==> src/rtl/out_of_buff_ctrl.sv <==
// Beat sequencer for the consecutive-number generator and lane-select mux array.
// Walks a buffer index range in stream or broadcast mode behind a valid/ready handshake.
module out_of_buff_ctrl #(
    parameter int SIZE    = 16,
    parameter int J       = 4,
    parameter int MAX_CNT = 255,
    localparam int IW     = $clog2(SIZE),
    localparam int CW     = $clog2(MAX_CNT + 1)
) (
    input  logic            clk,
    input  logic            rst,
    input  logic            start,
    input  logic [IW-1:0]   base,
    input  logic [CW-1:0]   count,
    input  logic            mode,
    output logic [IW-1:0]   N,
    output logic [2*J-1:0]  sel_flat,
    output logic [J-1:0]    lane_valid,
    output logic            out_valid,
    input  logic            out_ready,
    output logic            busy,
    output logic            done
);

    typedef enum logic [1:0] {IDLE, RUN, DONE} state_t;

    localparam logic [CW-1:0] LANES = CW'(J);

    state_t          state;
    logic [IW-1:0]   ptr;
    logic [CW-1:0]   rem;
    logic [1:0]      off;
    logic            mode_r;

    logic [CW-1:0]   k;
    logic [IW-1:0]   nxt_ptr;
    logic [CW-1:0]   nxt_rem;
    logic [1:0]      nxt_off;

    logic [IW-1:0]   src_ptr;
    logic [CW-1:0]   src_rem;
    logic [1:0]      src_off;
    logic            src_mode;
    logic [CW-1:0]   src_k;
    logic [2*J-1:0]  beat_sel;
    logic [J-1:0]    beat_lv;

    // Pointer/remaining/offset after the current beat is accepted; wrap is plain mod SIZE.
    always_comb begin
        k       = (rem < LANES) ? rem : LANES;
        nxt_ptr = ptr + IW'(k);
        nxt_rem = rem - k;
        nxt_off = off;
        if (mode_r) begin
            nxt_rem = rem - CW'(1);
            if (off == 2'd3) begin
                nxt_off = 2'd0;
                nxt_ptr = ptr + IW'(4);
            end else begin
                nxt_off = off + 2'd1;
                nxt_ptr = ptr;
            end
        end
    end

    // Next beat comes from the start request in IDLE, otherwise from the post-accept values.
    always_comb begin
        src_ptr  = nxt_ptr;
        src_rem  = nxt_rem;
        src_off  = nxt_off;
        src_mode = mode_r;
        if (state == IDLE) begin
            src_ptr  = base;
            src_rem  = count;
            src_off  = 2'd0;
            src_mode = mode;
        end
        src_k    = (src_rem < LANES) ? src_rem : LANES;
        beat_sel = '0;
        beat_lv  = '0;
        for (int j = 0; j < J; j++) begin
            if (src_mode) begin
                beat_sel[2*j +: 2] = src_off;
                beat_lv[j]         = 1'b1;
            end else if (CW'(j) < src_k) begin
                beat_sel[2*j +: 2] = 2'(j);
                beat_lv[j]         = 1'b1;
            end
        end
    end

    always_ff @(posedge clk or posedge rst) begin
        if (rst) begin
            state      <= IDLE;
            ptr        <= '0;
            rem        <= '0;
            off        <= '0;
            mode_r     <= 1'b0;
            N          <= '0;
            sel_flat   <= '0;
            lane_valid <= '0;
            out_valid  <= 1'b0;
            busy       <= 1'b0;
            done       <= 1'b0;
        end else begin
            case (state)
                IDLE: begin
                    done <= 1'b0;
                    if (start) begin
                        if (count != '0) begin
                            ptr        <= base;
                            rem        <= count;
                            off        <= 2'd0;
                            mode_r     <= mode;
                            N          <= src_ptr;
                            sel_flat   <= beat_sel;
                            lane_valid <= beat_lv;
                            out_valid  <= 1'b1;
                            busy       <= 1'b1;
                            state      <= RUN;
                        end else begin
                            done  <= 1'b1;
                            state <= DONE;
                        end
                    end
                end
                RUN: begin
                    if (out_ready) begin
                        ptr <= nxt_ptr;
                        rem <= nxt_rem;
                        off <= nxt_off;
                        if (nxt_rem == '0) begin
                            out_valid  <= 1'b0;
                            lane_valid <= '0;
                            busy       <= 1'b0;
                            done       <= 1'b1;
                            state      <= DONE;
                        end else begin
                            N          <= src_ptr;
                            sel_flat   <= beat_sel;
                            lane_valid <= beat_lv;
                        end
                    end
                end
                DONE: begin
                    done  <= 1'b0;
                    state <= IDLE;
                end
                default: state <= IDLE;
            endcase
        end
    end

endmodule
==> config.mk <==
export PLATFORM = sky130hd
export DESIGN_NAME = out_of_buff_ctrl
export DESIGN_NICKNAME = d
export VERILOG_FILES = /design/src/rtl/out_of_buff_ctrl.sv
export SDC_FILE = /design/constraint.sdc
export NUM_CORES = 1
export LEC_CHECK = 0
export ABC_AREA = 0
export BUFFER_PORTS_ARGS = -buffer_cell sky130_fd_sc_hd__buf_2
export CAP_MARGIN = 10
export CORE_AREA = 2 2 68 70
export CTS_BUF_LIST = sky130_fd_sc_hd__clkbuf_2 sky130_fd_sc_hd__clkbuf_4 sky130_fd_sc_hd__clkbuf_8
export DETAILED_ROUTE_END_ITERATION = 10
export DIE_AREA = 0 0 70 72
export PLACE_DENSITY = 0.9
export SYNTH_ARGS = -nofsm -noshare
export SYNTH_HDL_FRONTEND = slang
export SYNTH_SLANG_ARGS = --single-unit
==> constraint.sdc <==
create_clock -name clk -period 10.6 [get_ports clk]
set_input_delay 2.12 -clock clk [delete_from_list [all_inputs] [get_ports clk]]
set_output_delay 2.12 -clock clk [all_outputs]
set_load 0.05 [all_outputs]
==> reports/summary.txt, run 1 <==
Vias/cell -> 6.26
hold crit path type -> register to register
Tmin final -> 4270 ps
Finish-stage setup viols -> 0
vias in the first global route -> 2122
GRT Util Overall -> 24.9%
gr ovfl total -> 0
Post-DRT Antenna Nets -> 0
Clock Skew -> 9.27 ps
RSZ-0062 raised after global routing -> no
initial core utilization -> 58.7%
die footprint -> 0.00504 mm²
relative slew slack -> 51.2%
Fmax -> 0.234 GHz
Total Wirelength -> 6030 µm
yosys warns -> 0
syn avg cell area -> 9.14 µm²
TritonCTS clock tree -> done
Max Cap Viol -> 0
critical path arrival -> 4460 ps
Clk pin slew, worst setup/hold paths -> 80 ps
top layer used by detailed routing -> met4
Routed met3 length -> 372 µm
share of cells above drive strength 1 -> 24.9%
wire length per cell -> 16.7 µm
H-tree levels -> 2
number of synthesized flops with an enable pin -> 0
cts hold-fix bufs -> 0
worst skew pair latency -> 300 ps
routed via count -> 2259
I/O Buffers -> 35
Synth area leaders -> dfrtp_1, ha_1, nand2_1
Post-Syn Instances -> 274
largest net degree at the start of global routing -> 34
slowest CP cell -> nor4bb_1
Resized Gates After CTS -> 0
Starting DRT DRC Count -> 146
Slew Viols, Final -> 0
nets -> 342
Slew @ Worst Pin -> 722 ps
Root Driver -> clkbuf_8
Rows -> 24
crit path capture type -> register
period utilization -> 40.3%
Crit path largest cell delay -> 650 ps
startpoint types -> primary input
antenna diode count -> 0
largest area contributor in the netlist -> dfrtp_1
drt drc -> 0
Die Span X -> 70 µm
total iterations of the first detailed-routing run -> 4
most frequent cells in the layout -> buf_2, dfrtp_1, nand2_1
cells along the critical path -> buf_2, nor4_1, nor4bb_1, a21oi_2, o21ai_2, a31oi_4, mux2_4
chip height -> 72 µm
Area growth syn-to-layout -> 13.1%
gpl congestion -> 0.874
Synth cell types -> 68
Core Footprint -> 0.00426 mm²
status -> complete, no violations
Setup Buffers After CTS -> 0
synthesized area -> 0.00250 mm²
worst-path fanout max -> 13
final setup TNS -> 0 ps
critical path class -> primary input to register
CTS max path bufs -> 2
post-DP HPWL -> 4320 µm
met2 WL -> 2900 µm
Final Hold Fails -> 0
asr flop ratio synth -> 100%
initial antenna violation count -> 0
total clock sinks -> 33
global-route wire length before repair -> 9880 µm
CTS Buf Count -> 5
synthesized flop and latch total -> 33
commonest non-fill, non-tap cell in the layout -> buf_2
Post-Route M1 WL -> 2650 µm
register area share after synthesis -> 33.0%
Required @ worst endpoint -> 10790 ps
# IOs -> 36
Primary FF master, synth -> dfrtp_1
Synth top area share -> 33.0%
final cells by class:
type / count / area (µm²)
multi-input combinational: 216 / 1560
fill: 324 / 1430
sequential: 33 / 826
timing repair buffer: 38 / 195
clock buffer: 5 / 68.8
clock inverter: 3 / 65.1
tap: 52 / 65.1
inverter: 14 / 52.6
cell usage after synthesis (4+ instances only):
library cell and number:
nor3_1 6, nand2_1 26, mux2i_1 5, nand3_1 5, a31oi_1 6, and2_1 5
dfrtp_1 33, nor3b_1 7, a21oi_1 17, inv_1 13, o21a_1 5, mux2_2 5
buf_2 4, nor2_1 22, ha_1 15, clkbuf_1 6, o21ai_0 19, mux2_4 6
critical path, delay by kind of cell:
family | cells | cell delay, ps
muxes | 1 | 370
AOI/OAI and AO/OA | 3 | 680
and+or+nand+nor | 2 | 1180
buffers and inverters | 1 | 110
layer usage:
| layer | global-route usage, % | vias up |
|---|---|---|
| li1 | - | 1071 |
| met2 | 41.4 | 84 |
| met1 | 32.0 | 1091 |
| met5 | 0 | - |
| met3 | 5.28 | 13 |
| met4 | 9.83 | 0 |
flip-flops by register name, summed over array words and instances, names as in the netlist:
register    flops
ptr             4
done            1
off             2
rem             8
lane_valid      4
mode_r          1
busy            1
sel_flat        6
N               4
state           2
cells by family (layout without fill, tap and decap cells):
kind of cell	count (synthesis)	count (layout)	share of synthesized area [%]
other	1	4	0.150
multiplexers	16	16	7.84
adder cells (fa/ha/maj)	17	17	9.09
AO/OA/AOI/OAI	82	82	23.2
flip-flops	33	33	33.0
buffers and inverters	28	60	5.14
XOR/XNOR	4	4	1.40
AND/OR/NAND/NOR	93	93	20.2
final timing paths:
| check | slack (ps) | end | start | cells after the start |
|---|---|---|---|---|
| worst max-delay path | 6330 | sel_flat[2] | count[7] | 7 |
| worst min-delay path | 500 | lane_valid[0] | lane_valid[0] | 1 |
| worst max register to register | 6420 | sel_flat[6] | rem[7] | 14 |
| worst min register to register | 500 | lane_valid[0] | lane_valid[0] | 1 |
| max in group asynchronous | 8390 | rem[7] | rst | 3 |
| min in group asynchronous | 1900 | N[3] | rst | 3 |
stage by stage:
| step | cells | setup slack, ps | hold slack [ps] | area (µm²) | util (%) |
|---|---|---|---|---|---|
| CTS | 360 | 5960 | 505 | 2830 | 66.3 |
| global placement | 352 | 5830 | 476 | 2700 | 63.2 |
| detailed placement | 352 | 5660 | 488 | 2700 | 63.2 |
| global route | 361 | 6180 | 518 | 2830 | 66.5 |
| finish | 361 | 6330 | 501 | 2830 | 66.5 |
| floorplan | 277 | 6850 | 450 | 2520 | - |
Power of run 1 is not shown: default switching activity piles up to over one toggle a cycle in this logic, so the estimate is an artifact.
==> run 2, diff against run 1 <==
--- a/config.mk
+++ b/config.mk
@@ -8,11 +8,11 @@
 export ABC_AREA = 0
 export BUFFER_PORTS_ARGS = -buffer_cell sky130_fd_sc_hd__buf_2
 export CAP_MARGIN = 10
-export CORE_AREA = 2 2 68 70
+export CORE_AREA = 2 2 72 74
 export CTS_BUF_LIST = sky130_fd_sc_hd__clkbuf_2 sky130_fd_sc_hd__clkbuf_4 sky130_fd_sc_hd__clkbuf_8
 export DETAILED_ROUTE_END_ITERATION = 10
-export DIE_AREA = 0 0 70 72
-export PLACE_DENSITY = 0.9
+export DIE_AREA = 0 0 74 76
+export PLACE_DENSITY = 0.85
 export SYNTH_ARGS = -nofsm -noshare
 export SYNTH_HDL_FRONTEND = slang
 export SYNTH_SLANG_ARGS = --single-unit
==> constraint.sdc (replaced) <==
create_clock -name clk -period 3.7 [get_ports clk]
set_input_delay 0.74 -clock clk [delete_from_list [all_inputs] [get_ports clk]]
set_output_delay 0.74 -clock clk [all_outputs]
set_load 0.05 [all_outputs]
==> reports/summary.txt, run 2 (same netlist as run 1, synthesis figures left out) <==
cells along the critical path -> or4_4, nor3_4, inv_2, nor2_4, or2_4, ha_4, inv_2, fa_2, a211oi_4, nor2_2, o221ai_2, nor3_4, buf_12, buf_6, a311o_2, o22a_2
crit path capture type -> register
routed via count -> 2396 (+6.1%)
GRT Util Overall -> 25.7% (+0.83 points)
FF/Latch Area -> 826 µm² (unchanged)
Hold Path End -> lane_valid[0]
Min-Delay Path Depth -> 1 (unchanged)
hold crit path type -> register to register
worst skew pair latency -> 290 ps (about the same)
gpl congestion -> 0.983 (+13%)
# IOs -> 36 (unchanged)
hold_ws -> 491 ps (-9.34 ps)
Largest register FFs -> 8 (unchanged)
Clock Skew -> 10.8 ps (+1.53 ps)
largest net degree at the start of global routing -> 34 (unchanged)
Finish-stage setup viols -> 1 (+1)
Post-Place Setup Slack -> -264 ps (-5920 ps)
relative slew slack -> 51.2% (about the same)
critical path class -> register to register
nets -> 374 (+9.4%)
Clk pin slew, worst setup/hold paths -> 70 ps (about the same)
global-route wire length before repair -> 11400 µm (+15%)
Crit path largest cell delay -> 560 ps (-90 ps)
HP Start -> lane_valid[0]
largest registers -> rem x8, sel_flat x6
Fmax -> 0.269 GHz
Max Cap Viol -> 0 (unchanged)
total iterations of the first detailed-routing run -> 5 (+1)
Starting DRT DRC Count -> 213 (+46%)
Worst path top cell family by delay -> compound AO/OA/AOI/OAI gates
finished layout cell area -> 0.00319 mm² (+13%)
wire length per cell -> 16.5 µm (-1.4%)
FILL cells -> 393 (+21%)
total clock sinks -> 33 (unchanged)
drt drc -> 0 (unchanged)
Die Span X -> 74 µm (+5.7%)
gr ovfl total -> 0 (unchanged)
share of cells above drive strength 1 -> 35.2% (+10 points)
Core Footprint -> 0.00491 mm² (+15%)
Worst Reg-to-Reg Cells -> 16 (+2)
FF-to-FF setup slack -> -10 ps (-6430 ps)
Required @ worst endpoint -> 3870 ps (-6920 ps)
Area growth syn-to-layout -> 27.4%
die footprint -> 0.00562 mm² (+12%)
RSZ-0062 raised after global routing -> yes
Critical path buffers and inverters -> 4 (+3)
reg-to-reg endpoint -> sel_flat[5]
Tmin final -> 3710 ps
Total Wirelength -> 6770 µm (+12%)
chip height -> 76 µm (+5.6%)
Vias/cell -> 5.83 (-6.8%)
failing checks -> setup timing
status -> complete, but fails checks
TritonCTS clock tree -> done
critical path arrival -> 3890 ps (-570 ps)
period utilization -> 100%
Root Driver -> clkbuf_8
Rows -> 26 (+8.3%)
vias in the first global route -> 2295 (+8.2%)
H-tree levels -> 2 (unchanged)
I/O Buffers -> 35 (unchanged)
worst-path fanout max -> 6 (-7)
commonest non-fill, non-tap cell in the layout -> buf_2
startpoint types -> register
initial core utilization -> 51.0% (-7.8 points)
final setup TNS -> -12.7 ps (-12.7 ps)
CTS max path bufs -> 2 (unchanged)
most frequent cells in the layout -> buf_2, dfrtp_1, buf_4
Top reg by flops -> rem
FF-to-FF Start -> rem[4]
post-DP HPWL -> 4610 µm (+6.9%)
Post-DRT Antenna Nets -> 0 (unchanged)
Slew @ Worst Pin -> 731 ps (+9.13 ps)
area of the multi-input gates -> 0.00167 mm² (+7.1%)
CTS Buf Count -> 5 (unchanged)
Slew Viols, Final -> 0 (unchanged)
Final Hold Fails -> 0 (unchanged)
antenna diode count -> 0 (unchanged)
post-placement cell area -> 0.00287 mm² (+6.4%)
Worst Setup Slack, final -> -12.7 ps (-6340 ps)
slowest CP cell -> or4_4
initial antenna violation count -> 0 (unchanged)
## run 2: area by class of cell
type	count	share of cell area [%]
Clock inverter	3	0.549
Inverter	14	1.65
Timing Repair Buffer	69	14.6
Tap cell	70	2.75
Clock buffer	5	2.16
Sequential cell	33	25.9
Multi-Input combinational cell	217	52.4
## run 2: worst max-delay path by stage
stage / from / end / cells after the start
final: rem[4] / sel_flat[5] / 16
after global routing: rem[4] / sel_flat[5] / 16
after CTS: rem[7] / sel_flat[6] / 15
after detailed placement: rem[7] / sel_flat[6] / 14
after global placement: rem[7] / N[0] / 14
after floorplan: rem[7] / N[1] / 15
## run 2: worst reg2reg max path: stages (launching register included)
cell and delay [ps]:
dfrtp_1 380, or4_4 560, nor3_4 190, inv_2 80, nor2_4 100, or2_4 130, ha_4 130, inv_2 40
fa_2 380, a211oi_4 350, nor2_2 100, o221ai_2 280, nor3_4 70, buf_12 140, buf_6 130, a311o_2 350
o22a_2 190
## run 2: metrics by stage
stage	cells	util, %
after global placement	390	58.4
after global routing	411	65.0
final	411	65.0
after floorplan	277	-
after detailed placement	390	58.4
after CTS	409	63.6
## run 2: timing repair
item | in CTS | in global routing
setup buffers | 10 | 3
cloned | 1 | 0
endpoints found under the setup margin | 17 | 19
hold buffers | 0 | 0
gates resized for setup | 14 | 11
pin swaps | 9 | 9
## run 2: metal layers
metal | track usage [%] | routed length, µm | up-vias
li1 | - | - | 1135
met1 | 35.1 | 2890 | 1138
met2 | 41.6 | 3390 | 102
met3 | 4.63 | 337 | 21
met4 | 6.55 | 156 | 0
met5 | 0 | 0 | -
Power of run 2 is left out for the same reason.
==> run 3, diff against run 2 <==
--- a/config.mk
+++ b/config.mk
@@ -8,11 +8,11 @@
 export ABC_AREA = 0
 export BUFFER_PORTS_ARGS = -buffer_cell sky130_fd_sc_hd__buf_2
 export CAP_MARGIN = 10
-export CORE_AREA = 2 2 72 74
+export CORE_AREA = 2 2 68 70
 export CTS_BUF_LIST = sky130_fd_sc_hd__clkbuf_2 sky130_fd_sc_hd__clkbuf_4 sky130_fd_sc_hd__clkbuf_8
 export DETAILED_ROUTE_END_ITERATION = 10
-export DIE_AREA = 0 0 74 76
-export PLACE_DENSITY = 0.85
+export DIE_AREA = 0 0 70 72
+export PLACE_DENSITY = 0.9
 export SYNTH_ARGS = -nofsm -noshare
 export SYNTH_HDL_FRONTEND = slang
 export SYNTH_SLANG_ARGS = --single-unit
==> constraint.sdc (replaced) <==
create_clock -name clk -period 4.1 [get_ports clk]
set_input_delay 0.82 -clock clk [delete_from_list [all_inputs] [get_ports clk]]
set_output_delay 0.82 -clock clk [all_outputs]
set_load 0.05 [all_outputs]
==> reports/summary.txt, run 3 (same netlist as run 1, synthesis figures left out) <==
status -> complete, no violations
largest registers -> rem x8, sel_flat x6
Largest register FFs -> 8 (unchanged)
Core Footprint -> 0.00426 mm² (-13%)
reg-to-reg endpoint -> sel_flat[7]
critical path arrival -> 4170 ps (+280 ps)
met1 GRT Util -> 33.9% (-1.3 points)
die footprint -> 0.00504 mm² (-10%)
chip height -> 72 µm (-5.3%)
cts hold-fix bufs -> 0 (unchanged)
Slew Viols, Final -> 0 (unchanged)
most frequent cells in the layout -> buf_2, dfrtp_1, nand2_1
final cell count without fillers -> 375 (-8.8%)
nets -> 356 (-4.8%)
worst-path fanout max -> 6 (unchanged)
post-DP HPWL -> 4690 µm (+1.6%)
Top reg by flops -> rem
Fmax -> 0.251 GHz (-7.0%)
largest net degree at the start of global routing -> 26 (-24%)
Area growth syn-to-layout -> 17.1%
Rows -> 24 (-7.7%)
critical path class -> register to register
hold crit path type -> primary input to async pin
I/O Buffers -> 35 (unchanged)
wire length per cell -> 18.1 µm (+10%)
gpl congestion -> 0.908 (-7.6%)
gr ovfl total -> 0 (unchanged)
FF-to-FF Start -> rem[7]
startpoint types -> register
GRT busiest layer -> met2
Critical Path Start -> rem[7]
CTS max path bufs -> 2 (unchanged)
total clock sinks -> 33 (unchanged)
Die Span X -> 70 µm (-5.4%)
# IOs -> 36 (unchanged)
Clock Skew -> 7.45 ps (-3.35 ps)
CTS Buf Count -> 5 (unchanged)
FF-to-FF setup slack -> 110 ps (+120 ps)
crit path capture type -> register
met3 Use GR -> 4.03% (-0.60 points)
H-tree levels -> 2 (unchanged)
total iterations of the first detailed-routing run -> 4 (-1)
Finish-stage setup viols -> 0 (-1)
Root Driver -> clkbuf_8
Vias/cell -> 6.32 (+8.5%)
M2 GR Usage -> 44.7% (+3.0 points)
Post-DRT Antenna Nets -> 0 (unchanged)
routed via count -> 2371 (-1.0%)
Worst Reg-to-Reg Cells -> 15 (-1)
drt drc -> 0 (unchanged)
antenna diode count -> 0 (unchanged)
Starting DRT DRC Count -> 200 (-6.1%)
TritonCTS clock tree -> done
worst skew pair latency -> 290 ps (about the same)
Clk pin slew, worst setup/hold paths -> 70 ps (about the same)
Placed Cells incl. Taps -> 357 (-8.5%)
relative slew slack -> 53.7% (+2.4 points)
commonest non-fill, non-tap cell in the layout -> buf_2
Tmin final -> 3990 ps (+279 ps)
initial core utilization -> 58.7% (+7.8 points)
share of cells above drive strength 1 -> 29.1% (-6.1 points)
Slew @ Worst Pin -> 695 ps (-36.7 ps)
Max Cap Viol -> 0 (unchanged)
vias in the first global route -> 2171 (-5.4%)
Total Wirelength -> 6800 µm (+0.47%)
GRT Util Overall -> 26.1% (+0.41 points)
initial antenna violation count -> 0 (unchanged)
Required @ worst endpoint -> 4280 ps (+410 ps)
period utilization -> 97.4% (-3.0 points)
global-route wire length before repair -> 10500 µm (-8.1%)
Final Hold Fails -> 0 (unchanged)
==> run 3: cell types whose count changed in the layout (fill, tap and decap cells not counted), sizes merged <==
cell	previous run	this run
clkbuf	5	7
clkinvlp	1	0
buf	69	51
clkinv	3	2
==> run 3: layout make-up <==
cell class	instances	area (µm²)
clock buffer	7	96.3
clock inverter	1	5.00
fill	311	1330
inverter	14	52.6
multi-input combinational	217	1590
sequential	33	826
tap	52	65.1
timing repair buffer	51	295
==> run 3: what timing repair did <==
item,4_1_cts,5_1_grt
setup endpoints to repair,0,17
buffers inserted,0,9
gates resized for setup,0,4
==> run 3: per-stage QoR <==
stage | TNS (ps) | utilization (%) | worst slack [ps] | area (µm²) | hold slack, ps
after floorplan | 0 | - | 486 | 2520 | 450
after global placement | 0 | 64.1 | 230 | 2730 | 467
after detailed placement | 0 | 64.1 | 98.8 | 2730 | 475
after CTS | 0 | 66.5 | 78.0 | 2830 | 485
after global routing | -850 | 68.8 | -81.7 | 2930 | 514
final | 0 | 68.8 | 108 | 2930 | 466
==> run 3: how the worst max path moves through the flow <==
stage / end / slack (ps)
after CTS: sel_flat[4] / 80
final: sel_flat[7] / 110
after floorplan: N[1] / 490
after global placement: sel_flat[4] / 230
after global routing: sel_flat[7] / -80
after detailed placement: sel_flat[4] / 100
==> run 3: per-layer routing <==
metal	up-vias	part of all wire [%]
met5	-	0
met4	0	2.6
met3	25	6.9
met2	111	49
met1	1139	42
li1	1096	-
==> run 3: critical path, cell delays in order (launching register included) <==
cell and delay [ps]:
dfrtp_1 410, or4_4 560, nor3_2 230, inv_1 100
nor2_1 130, or2_2 130, ha_1 170, inv_1 60
fa_2 380, a211oi_4 330, o21ba_2 220, o221ai_2 150
nor3_4 320, buf_4 200, a31oi_4 150, mux2_4 350
Power of run 3 is left out for the same reason.
